$ cat src/rtl/result_shift_out_if.sv
// Handshake bundle for the result shift-out block: parallel load side and serial side.
interface result_shift_out_if #(
    parameter int unsigned WIDTH = 62
);
    logic             load_valid;
    logic             load_ready;
    logic [WIDTH-1:0] load_data;
    logic             ser_valid;
    logic             ser_ready;
    logic             ser_data;
    logic             ser_last;

    // Test harness side: supplies words, consumes serial bits
    modport master (
        output load_valid, load_data, ser_ready,
        input  load_ready, ser_valid, ser_data, ser_last
    );

    // Transmitter side
    modport slave (
        input  load_valid, load_data, ser_ready,
        output load_ready, ser_valid, ser_data, ser_last
    );
endinterface

$ cat src/rtl/result_shift_out.sv
// Parallel-in/serial-out transmitter for compressor result words with
// valid/ready on both sides and a saturating completed-word counter.
module result_shift_out #(
    parameter int unsigned WIDTH     = 62,
    parameter bit          LSB_FIRST = 1'b1,
    parameter int unsigned CNT_W     = 16
) (
    input  logic              clk,
    input  logic              rst_n,
    result_shift_out_if.slave bus,
    output logic              busy,
    output logic [CNT_W-1:0]  words_sent
);
    localparam int unsigned      BIT_W     = (WIDTH > 1) ? $clog2(WIDTH) : 1;
    localparam logic [BIT_W-1:0] LAST_IDX  = BIT_W'(WIDTH - 1);
    localparam logic [CNT_W-1:0] WORDS_MAX = {CNT_W{1'b1}};

    typedef enum logic {
        ST_IDLE  = 1'b0,
        ST_SHIFT = 1'b1
    } state_e;

    state_e             state_q, state_d;
    logic [WIDTH-1:0]   shreg_q, shreg_d;
    logic [BIT_W-1:0]   bit_cnt_q, bit_cnt_d;
    logic [CNT_W-1:0]   words_q, words_d;
    logic               ser_valid_q, ser_valid_d;
    logic               ser_data_q, ser_data_d;
    logic               ser_last_q, ser_last_d;
    logic               busy_q, busy_d;
    logic               load_ready_q, load_ready_d;

    // Next state, datapath update and next values of the registered outputs
    always_comb begin
        state_d   = state_q;
        shreg_d   = shreg_q;
        bit_cnt_d = bit_cnt_q;
        words_d   = words_q;

        unique case (state_q)
            ST_IDLE: begin
                if (bus.load_valid) begin
                    shreg_d   = bus.load_data;
                    bit_cnt_d = LAST_IDX;
                    state_d   = ST_SHIFT;
                end
            end
            ST_SHIFT: begin
                // ser_valid is high throughout SHIFT, so ser_ready alone marks a beat
                if (bus.ser_ready) begin
                    shreg_d = LSB_FIRST ? (shreg_q >> 1) : (shreg_q << 1);
                    if (bit_cnt_q == '0) begin
                        state_d = ST_IDLE;
                        if (words_q != WORDS_MAX) begin
                            words_d = words_q + CNT_W'(1);
                        end
                    end else begin
                        bit_cnt_d = bit_cnt_q - BIT_W'(1);
                    end
                end
            end
            default: state_d = ST_IDLE;
        endcase

        ser_valid_d  = (state_d == ST_SHIFT);
        busy_d       = (state_d == ST_SHIFT);
        load_ready_d = (state_d == ST_IDLE);
        ser_last_d   = (state_d == ST_SHIFT) && (bit_cnt_d == '0);
        ser_data_d   = LSB_FIRST ? shreg_d[0] : shreg_d[WIDTH-1];
    end

    // State, datapath and output registers
    always_ff @(posedge clk or negedge rst_n) begin
        if (!rst_n) begin
            state_q      <= ST_IDLE;
            shreg_q      <= '0;
            bit_cnt_q    <= '0;
            words_q      <= '0;
            ser_valid_q  <= 1'b0;
            ser_data_q   <= 1'b0;
            ser_last_q   <= 1'b0;
            busy_q       <= 1'b0;
            load_ready_q <= 1'b1;
        end else begin
            state_q      <= state_d;
            shreg_q      <= shreg_d;
            bit_cnt_q    <= bit_cnt_d;
            words_q      <= words_d;
            ser_valid_q  <= ser_valid_d;
            ser_data_q   <= ser_data_d;
            ser_last_q   <= ser_last_d;
            busy_q       <= busy_d;
            load_ready_q <= load_ready_d;
        end
    end

    assign bus.load_ready = load_ready_q;
    assign bus.ser_valid  = ser_valid_q;
    assign bus.ser_data   = ser_data_q;
    assign bus.ser_last   = ser_last_q;
    assign busy           = busy_q;
    assign words_sent     = words_q;
endmodule
$ cat src/flat_wrapper.sv
// flat-port wrapper written by rule: the top's interface ports become plain ports
module result_shift_out_flat 
#(
    parameter int unsigned WIDTH     = 62,
    parameter bit          LSB_FIRST = 1'b1,
    parameter int unsigned CNT_W     = 16
)
  (clk, rst_n, busy, words_sent, bus_load_valid, bus_load_data, bus_ser_ready, bus_load_ready, bus_ser_valid, bus_ser_data, bus_ser_last);
  result_shift_out_if #(.WIDTH(WIDTH)) bus_i ();
  input  logic clk;
  input  logic rst_n;
  output logic busy;
  output logic [CNT_W-1:0] words_sent;
  input wire logic [$bits(bus_i.load_valid)-1:0] bus_load_valid;
  input wire logic [$bits(bus_i.load_data)-1:0] bus_load_data;
  input wire logic [$bits(bus_i.ser_ready)-1:0] bus_ser_ready;
  output wire logic [$bits(bus_i.load_ready)-1:0] bus_load_ready;
  output wire logic [$bits(bus_i.ser_valid)-1:0] bus_ser_valid;
  output wire logic [$bits(bus_i.ser_data)-1:0] bus_ser_data;
  output wire logic [$bits(bus_i.ser_last)-1:0] bus_ser_last;
  assign bus_i.load_valid = bus_load_valid;
  assign bus_i.load_data = bus_load_data;
  assign bus_i.ser_ready = bus_ser_ready;
  assign bus_load_ready = bus_i.load_ready;
  assign bus_ser_valid = bus_i.ser_valid;
  assign bus_ser_data = bus_i.ser_data;
  assign bus_ser_last = bus_i.ser_last;
  result_shift_out #(.WIDTH(WIDTH), .LSB_FIRST(LSB_FIRST), .CNT_W(CNT_W)) u_core (.clk(clk), .rst_n(rst_n), .bus(bus_i), .busy(busy), .words_sent(words_sent));
endmodule
$ cat config.mk
export PLATFORM = sky130hd
export DESIGN_NAME = result_shift_out_flat
export DESIGN_NICKNAME = d
export VERILOG_FILES = /design/src/rtl/result_shift_out_if.sv /design/src/rtl/result_shift_out.sv /design/src/flat_wrapper.sv
export SDC_FILE = /design/constraint.sdc
export NUM_CORES = 1
export LEC_CHECK = 0
export CAP_MARGIN = 20
export CORE_MARGIN = 2
export CORE_UTILIZATION = 39
export CTS_BUF_LIST = sky130_fd_sc_hd__clkbuf_2 sky130_fd_sc_hd__clkbuf_4 sky130_fd_sc_hd__clkbuf_8
export DETAILED_ROUTE_END_ITERATION = 10
export GPL_TIMING_DRIVEN = 0
export SYNTH_ARGS = -nofsm -noshare
export SYNTH_HDL_FRONTEND = slang
export SYNTH_SLANG_ARGS = --single-unit
$ cat constraint.sdc
create_clock -name clk -period 3.6 [get_ports clk]
set_clock_uncertainty 0.2 [all_clocks]
set_input_delay 0.72 -clock clk [delete_from_list [all_inputs] [get_ports clk]]
set_output_delay 0.72 -clock clk [all_outputs]
set_load 0.05 [all_outputs]
---- Word-level counts from Yosys, hierarchy flattened ----
Index checks and enable logic that the tools add are counted.
cells by class
  add/sub/neg operators ................... 2
  multiply operators ...................... 0
  divide/modulo/power cells ............... 0
  magnitude comparators ................... 0
  equality and inequality tests ........... 3
  shift-type cells ........................ 0
  muxes and demuxes ....................... 11
  bitwise operators ....................... 2
  reductions and logical operators ........ 5
operators by type and width
  kind                                                                number
  62-bit two-way mux                                                  2
  62-bit one-hot mux with 2 select lines                              1
  6-bit two-way mux                                                   3
  16-bit by 1-bit adder with 16-bit output, second input constant     1
  16-bit inequality test, second input constant                       1
  6-bit zero test                                                     2
  6-bit one-hot mux with 2 select lines                               1
  6-bit by 1-bit subtractor with 6-bit output, second input constant  1
  2-bit inequality test, second input constant                        2
  4-bit AND reduction                                                 1
  1-bit two-way mux                                                   3
  1-bit inverter                                                      2
  1-bit one-hot mux with 2 select lines                               1
  2-bit AND reduction                                                 1
  1-bit logical AND                                                   1
storage, ports and cells
  bits in registers ....................... 87
  bits in latches ......................... 0
  RAM bits ................................ 0
  ROM bits ................................ 0
  input bits .............................. 66
  output and inout bits ................... 21
  word-level logic and storage cells ...... 30
  memories ................................ 0

---- Logic depth before layout (Yosys ltp) ----
Gate-level depths: netlist of run 1.
  depth in word-level cells ............... 6
  gate-level depth with buffers ........... 7

---- Worst setup path before layout of run 1 ----
OpenSTA, ideal clock, no wires.
  path kind ............................... register to register
  start point ............................. register u_core.words_q[0], in the netlist u_core.words_sent[0]
  end point ............................... register u_core.words_q[14], in the netlist u_core.words_sent[14]
  data arrival time ....................... 2.053 ns
  required time ........................... 3.275 ns
  slack ................................... 1.223 ns
  stages on the path, launching flop included .. 6
  path buffers ............................ 0
  cells stage by stage .................... dfrtp_1 ha_1 nand4_1 or2_2 nor4_1 mux2_2
on the way
  cells in the longest elaborated chain, start to end .. 2
RTL lines
  element                                                                           line                    source
  start, declared                                                                   result_shift_out.sv:26  logic [CNT_W-1:0] words_q, words_d;
  start signal, assigned                                                            result_shift_out.sv:88  words_q <= words_d;
  branches (longest 2 deep; another with 16-bit by 1-bit adder with 16-bit output)  -
Parallel ways; which one is timed is not known.
A chain may end at the register's enable or synchronous reset.

==> results.md, run 1 <==
* Outcome: completed
* Worst path top cell family by delay: buffers and inverters
* Share of the clock period used by the worst path after layout at 0.7478
* Final net count at 566
* Maximum single-stage delay on the critical path at 0.79 ns
* Cell-internal power at about 1.8 mW
* Tot Pwr at about 2.5 mW
* Kind of critical path: reg2out
* Maximum buffer depth of the clock tree at 2
* Portion of synthesized cell area occupied by the leading cell type at 0.5060
* Vias per std cell at 5.092
* Chip Width at 108.4 um
* Part of the total power dissipated in sequential elements at 0.510
* Number of placed I/O pins at 87
* Max Cap Viol at 0
* Clk sinks at 87
* Type of the tightest min-delay check: in2async
* Maximum frequency from static timing analysis at 371.5 MHz
* Via count of the first global-routing pass at 3,212
* Fin. max-slew vios at 0
* Worst-case reg-to-reg path depth at 5
* Post-synth top flop: dfrtp_1
* Deepest level of the CTS H-tree at 3
* Number of enable flip-flop cells after synthesis at 0
* Synth cell types at 45
* Cell type of the slowest stage on the worst timing path: clkdlybuf4s50_1
* Worst slack after detailed placement at 0.5639 ns
* HPWL after detailed placement at about 6.5 mm
* Total number of vias at 3,269
* Detail Route Antenna Nets at 0
* CTS tree: built
* Unrepaired setup endpoints after global routing: no
* Register clock-pin slew on the reported worst setup and hold paths at 0.09 ns
* Measured slew at the worst slew-check pin at 0.5783 ns
* Final cell area excluding filler cells at 5520 um^2
* Setup_tns at 0 ns
* Port Buf Inserts at 86
* Count of hold buffers inserted by post-cts repair at 0
* Library cell with the highest instance count after synthesis: dfrtp_1
* Logic depth of the worst path, buffers included at 2
* Signed area change from the synthesized netlist to the final layout at 29.80%
* Instance area at placement at 5314 um^2
* Final standard cell count with taps included and fillers excluded at 642
* Area inside the core boundary at 10,750 um^2
* Global-route wire length before repair at 15.30 mm
* Initial antenna violation count at 0
* Type of origin of the critical path: flip-flop
* Global-route total usage across every layer at 0.1648
* Vert. Die Dim at 108.4 um
* Mapped Avg Cell Area at 10.66 um^2
* Skew-Pair Late Insertion Delay at 0.36 ns
* Fraction of power spent switching nets at 0.3003
* 1st-iter DRT viols at 149
* Utilization after layout at 0.5137
* Detailed-router iteration count before antenna repair at 4
* Area of the mapped netlist at around 4300 um^2
* Data required, critical path at 2.68 ns
* Count of inserted antenna diode cells at 0
* Yosys reg bits at 87
* Hold slack at 0.1364 ns
* Crit path buffers/inverters at 2
* Share of layout cells above drive strength 1 at 0.1096
* Worst Setup End Kind: output pin
* Arrival @ worst endpoint at 1.77 ns
* Ys Warns at 0
* Final Critical Period at 2.692 ns
* Avg WL per Cell at 14.38 um
* Total gr overflow at 0
* Final setup violation count at 0
* Post-synthesis instance total at about 400
* Synthesized netlist net count at 468
* Post-CTS setup repair buffer count at 0
* Effective utilization at floorplan at 0.3958
* Number of cells in the design after placement at 626
* Part of the power in combinational logic at 0.212
* Cell area power density at 461.5 nW/um^2
* Part of the Yosys area used for sequential elements at 0.5122
* Final hold violation count at 0
* Maximum fanout along the worst path at 6
* Normalized max-slew margin at 0.6035
* Num CTS Buffers at 9
* Clock group share of total power at 0.277
* Static leakage at 2.775 nW
* Largest net degree at the start of global routing at between 40 and 50
* Area contributors post-synth: dfrtp_1, mux2i_1, o21ai_0
* Routability-driven placement congestion ratio at 0.7708
* Wire length reported by the detailed router at slightly above 9 mm
* Setup WS post-layout at 0.9081 ns
* Cell type contributing the most total cell area after synthesis: dfrtp_1
* Detailed-route DRC error count at 0
* Power dissipated by switching net loads at 0.7649 mW
* CTS root buffer: clkbuf_8
* Cell Chain, Critical Path: buf_4 > clkdlybuf4s50_1
* Worst vdd rail ir drop at between 0.0002 and 0.00025 V
* Cell types with the highest counts after synthesis: dfrtp_1, nand2_1, mux2i_1
* Resized cells post-CTS at 0
* Share of flip-flops with an asynchronous set or reset after synthesis at 1.000
* Std-Cell Rows at 38
* Area of the die at between 10,000 and 15,000 um^2
-- per-layer routing --
layer / GRT usage / share of wire / vias up / routed length [um]
met2: 0.2558 / 0.45 / 70 / 4188
met5: 0 / 0 / - / 0
met4: 0.06868 / 0.021 / 0 / 195
met1: 0.2248 / 0.48 / 1586 / 4450
met3: 0.03315 / 0.043 / 16 / 397
li1: - / - / 1597 / -
-- path summary, 6_finish.rpt --
path	end	start	slack, ns
worst max register to register	u_core.shreg_q[47]	u_core.state_q	1.36
worst min-delay path	u_core.shreg_q[0]	rst_n	0.14
min in group clk	u_core.shreg_q[28]	u_core.shreg_q[28]	0.29
worst min register to register	u_core.shreg_q[28]	u_core.shreg_q[28]	0.29
worst max-delay path	busy	u_core.state_q	0.91
max in group asynchronous	u_core.bus.load_ready	rst_n	2.39
-- layout by cell type (no fill, tap or decap), drive strengths merged, types with 2 or more instances in the layout --
cell / instances
o21ai: 62
nand2b: 2
xor2: 13
mux2: 3
o22ai: 2
buf: 19
nand3: 7
inv: 6
clkinv: 3
clkdlybuf4s50: 85
nand2: 78
ha: 3
nor4: 9
and3: 2
or3: 2
nor3: 4
nor2: 3
a21oi: 4
nor4b: 2
mux2i: 65
nand4: 6
nor3b: 2
clkbuf: 17
dfrtp: 86
-- logic make-up (layout without fill, tap and decap cells) --
family / Yosys count / in the layout / synth area share
buffers and inverters: 29 / 132 / 0.03413
adder cells (fa/ha/maj): 3 / 3 / 0.008827
AO/OA/AOI/OAI: 73 / 73 / 0.09209
AND/OR/NAND/NOR: 125 / 125 / 0.1630
XOR/XNOR: 14 / 14 / 0.02883
flip-flops: 87 / 87 / 0.5122
multiplexers: 68 / 68 / 0.1609
-- sequential cells by signal, indices dropped and copies added, names as in the netlist --
name and flops:
u_core.shreg_q 62, u_core.words_sent 16, u_core.bit_cnt_q 6, u_core.bus.load_ready 1, u_core.bus.ser_last 1, u_core.state_q 1
-- layout make-up --
cell class / count / area (um^2)
buffer: 24 / 126.4
clock buffer: 10 / 137.6
clock inverter: 6 / 68.82
fill: 1061 / 5225
inverter: 5 / 18.77
multi-input combinational: 283 / 1929
sequential: 87 / 2178
tap: 140 / 175.2
timing repair buffer: 87 / 885.9
-- power by group through the flow --
stage,Clock [mW],Combinational [mW],Sequential (mW)
2_1_floorplan,0,0.339,1.31
3_3_place_gp,0,0.530,1.31
3_5_place_dp,0,0.548,1.31
4_1_cts,0.734,0.549,1.30
5_1_grt,0.781,0.613,1.33
6_report,0.707,0.540,1.30
(Power assumes the default switching activity.)
==> inputs of run 2 (changes only) <==
==> constraint.sdc (replaced) <==
create_clock -name clk -period 2.7 [get_ports clk]
set_clock_uncertainty 0.2 [all_clocks]
set_input_delay 0.54 -clock clk [delete_from_list [all_inputs] [get_ports clk]]
set_output_delay 0.54 -clock clk [all_outputs]
set_load 0.05 [all_outputs]
==> run 2 against run 1 <==
  * Clock-buffer cell count did not move
  * Largest power group unchanged
  * Wire length rose by 0.14%
  * Flip-flop and latch count did not move
==> results.md, run 2 (synthesis results as in run 1) <==
* Final net count at 567
* Utilization after layout at 0.5147
* Share of layout cells above drive strength 1 at 0.1093
* CTS root buffer: clkbuf_8
* Worst-case reg-to-reg path depth at 5
* Worst Setup End Kind: output pin
* Data required, critical path at approximately 2.0 ns
* Share of the clock period used by the worst path after layout at 0.9307
* Port Buf Inserts at 86
* 1st-iter DRT viols at 154
* Initial antenna violation count at 0
* Count of inserted antenna diode cells at 0
* Register clock-pin slew on the reported worst setup and hold paths at 0.08 ns
* Vert. Die Dim at 108.4 um
* Routability-driven placement congestion ratio at 0.7708
* Detail Route Antenna Nets at 0
* Avg WL per Cell at 14.38 um
* Cell area power density at about 610 nW/um^2
* Static leakage at around 2.8 nW
* Resized cells post-CTS at 0
* Maximum fanout along the worst path at 6
* Worst vdd rail ir drop at 0.0003138 V
* Worst path top cell family by delay: buffers and inverters
* Cell-internal power at 2.378 mW
* Kind of critical path: reg2out
* Final Critical Period at 2.513 ns
* Cell Chain, Critical Path: buf_4 > clkdlybuf4s50_1
* Outcome: completed
* Total number of vias at approximately 3,300
* Worst slack after detailed placement at -0.1561 ns
* Global-route total usage across every layer at 0.1648
* Global-route wire length before repair at 15.30 mm
* Std-Cell Rows at 38
* Chip Width at 108.4 um
* Maximum frequency from static timing analysis at 398.0 MHz
* Part of the power in combinational logic at 0.213
* Maximum buffer depth of the clock tree at 2
* Reg2Reg Launch Point: u_core.state_q
* Detailed-route DRC error count at 0
* Deepest level of the CTS H-tree at 3
* Crit path buffers/inverters at 2
* Worst hold path endpoint: u_core.shreg_q[28]
* Vias per std cell at ~5
* Power dissipated by switching net loads at ~1.0 mW
* Type of origin of the critical path: flip-flop
* Final setup violation count at 0
* Fraction of power spent switching nets at 0.2998
* Area inside the core boundary at 10,750 um^2
* Normalized max-slew margin at 0.6039
* Largest register by flop count: u_core.shreg_q
* Fin. max-slew vios at 0
* Signed area change from the synthesized netlist to the final layout at 30.04%
* Commonest non-fill, non-tap cell in the layout: dfrtp_1
* Area of the die at 11,760 um^2
* Detailed-router iteration count before antenna repair at 4
* Reg-to-reg endpoint: u_core.shreg_q[47]
* Number of flip-flops in the largest register at 62
* Unrepaired setup endpoints after global routing: no
* Skew-Pair Late Insertion Delay at 0.36 ns
* Maximum single-stage delay on the critical path at just under 0.8 ns
* Launch instance of the worst min-delay path: u_core.shreg_q[28]
* Total gr overflow at 0
* Count of hold buffers inserted by post-cts repair at 1
* Final hold violation count at 0
* CTS tree: built
* Wire length reported by the detailed router at between 9 and 10 mm
* Measured slew at the worst slew-check pin at 0.5776 ns
* HPWL after detailed placement at 6.474 mm
* Num CTS Buffers at 9
* Cell type of the slowest stage on the worst timing path: clkdlybuf4s50_1
* Clock group share of total power at 0.277
* Number of placed I/O pins at 87
* Part of the total power dissipated in sequential elements at 0.510
* Cell count of the worst hold path at 2
* Post-CTS setup repair buffer count at 0
* Fillers at 1,060
* Via count of the first global-routing pass at around 3,200
* Type of the tightest min-delay check: reg2reg
* Clk sinks at 87
* Effective utilization at floorplan at 0.3958
* Setup WS post-layout at about 0.19 ns
* Arrival @ worst endpoint at 1.77 ns
* Worst-case register-to-register setup slack at 0.46 ns
* Largest net degree at the start of global routing at 48
* Max Cap Viol at 0
* Highest-count cells in the layout ignoring fill and taps: dfrtp_1, clkdlybuf4s50_1, nand2_1
-- run 2: tightest hold or removal path, cell delays in order (launching register included) --
cell and delay [ns]:
dfrtp_1 0.35, nand2_1 0.05, o21ai_0 0.06
-- run 2: metrics by stage --
stage / hold slack (ns) / instance area, um^2 / setup TNS (ns) / instances / total power [mW]
after floorplan: 0.04441 / 4253 / 0 / 399 / 2.198
after global placement: 0.2602 / 5289 / -211.86 / 625 / 2.455
after detailed placement: 0.2709 / 5314 / -2.749 / 626 / 2.483
after CTS: 0.2897 / 5530 / 0 / 643 / 3.441
after global routing: 0.3079 / 5530 / 0 / 643 / 3.627
final: 0.2876 / 5530 / 0 / 643 / 3.396
-- run 2: how the worst max path moves through the flow --
stage	start	endpoint	slack, ns	cells past startpoint
after floorplan	u_core.words_sent[0]	u_core.words_sent[14]	0.32	5
after global placement	rst_n	u_core.words_sent[5]	-2.43	1
after detailed placement	bus_ser_ready	u_core.shreg_q[38]	-0.16	5
after CTS	u_core.state_q	busy	0.16	2
after global routing	bus_ser_ready	u_core.shreg_q[48]	0.05	6
final	u_core.state_q	busy	0.19	2
-- run 2: area by class of cell --
type	count	area, um^2	area share
sequential	87	2178	0.3939
inverter	5	18.77	0.003394
clock buffer	10	137.6	0.02489
multi-input combinational	283	1929	0.3489
buffer	24	126.4	0.02285
clock inverter	6	68.82	0.01244
tap	140	175.2	0.03167
timing repair buffer	88	895.9	0.1620
-- run 2: power by group through the flow --
stage | combinational [mW] | clock, mW | sequential (mW)
CTS | 0.733 | 0.978 | 1.73
global placement | 0.706 | 0 | 1.75
detailed placement | 0.731 | 0 | 1.75
global route | 0.818 | 1.04 | 1.77
finish | 0.722 | 0.941 | 1.73
floorplan | 0.452 | 0 | 1.75
-- run 2: routing by layer --
metal | wire, um | vias to the layer above | part of all wire | global-route usage
met3 | 402 | 15 | 0.043 | 0.03315
met4 | 189 | 0 | 0.020 | 0.06868
met5 | 0 | - | 0 | 0
met2 | 4210 | 74 | 0.46 | 0.2558
met1 | 4442 | 1572 | 0.48 | 0.2248
li1 | - | 1596 | - | -
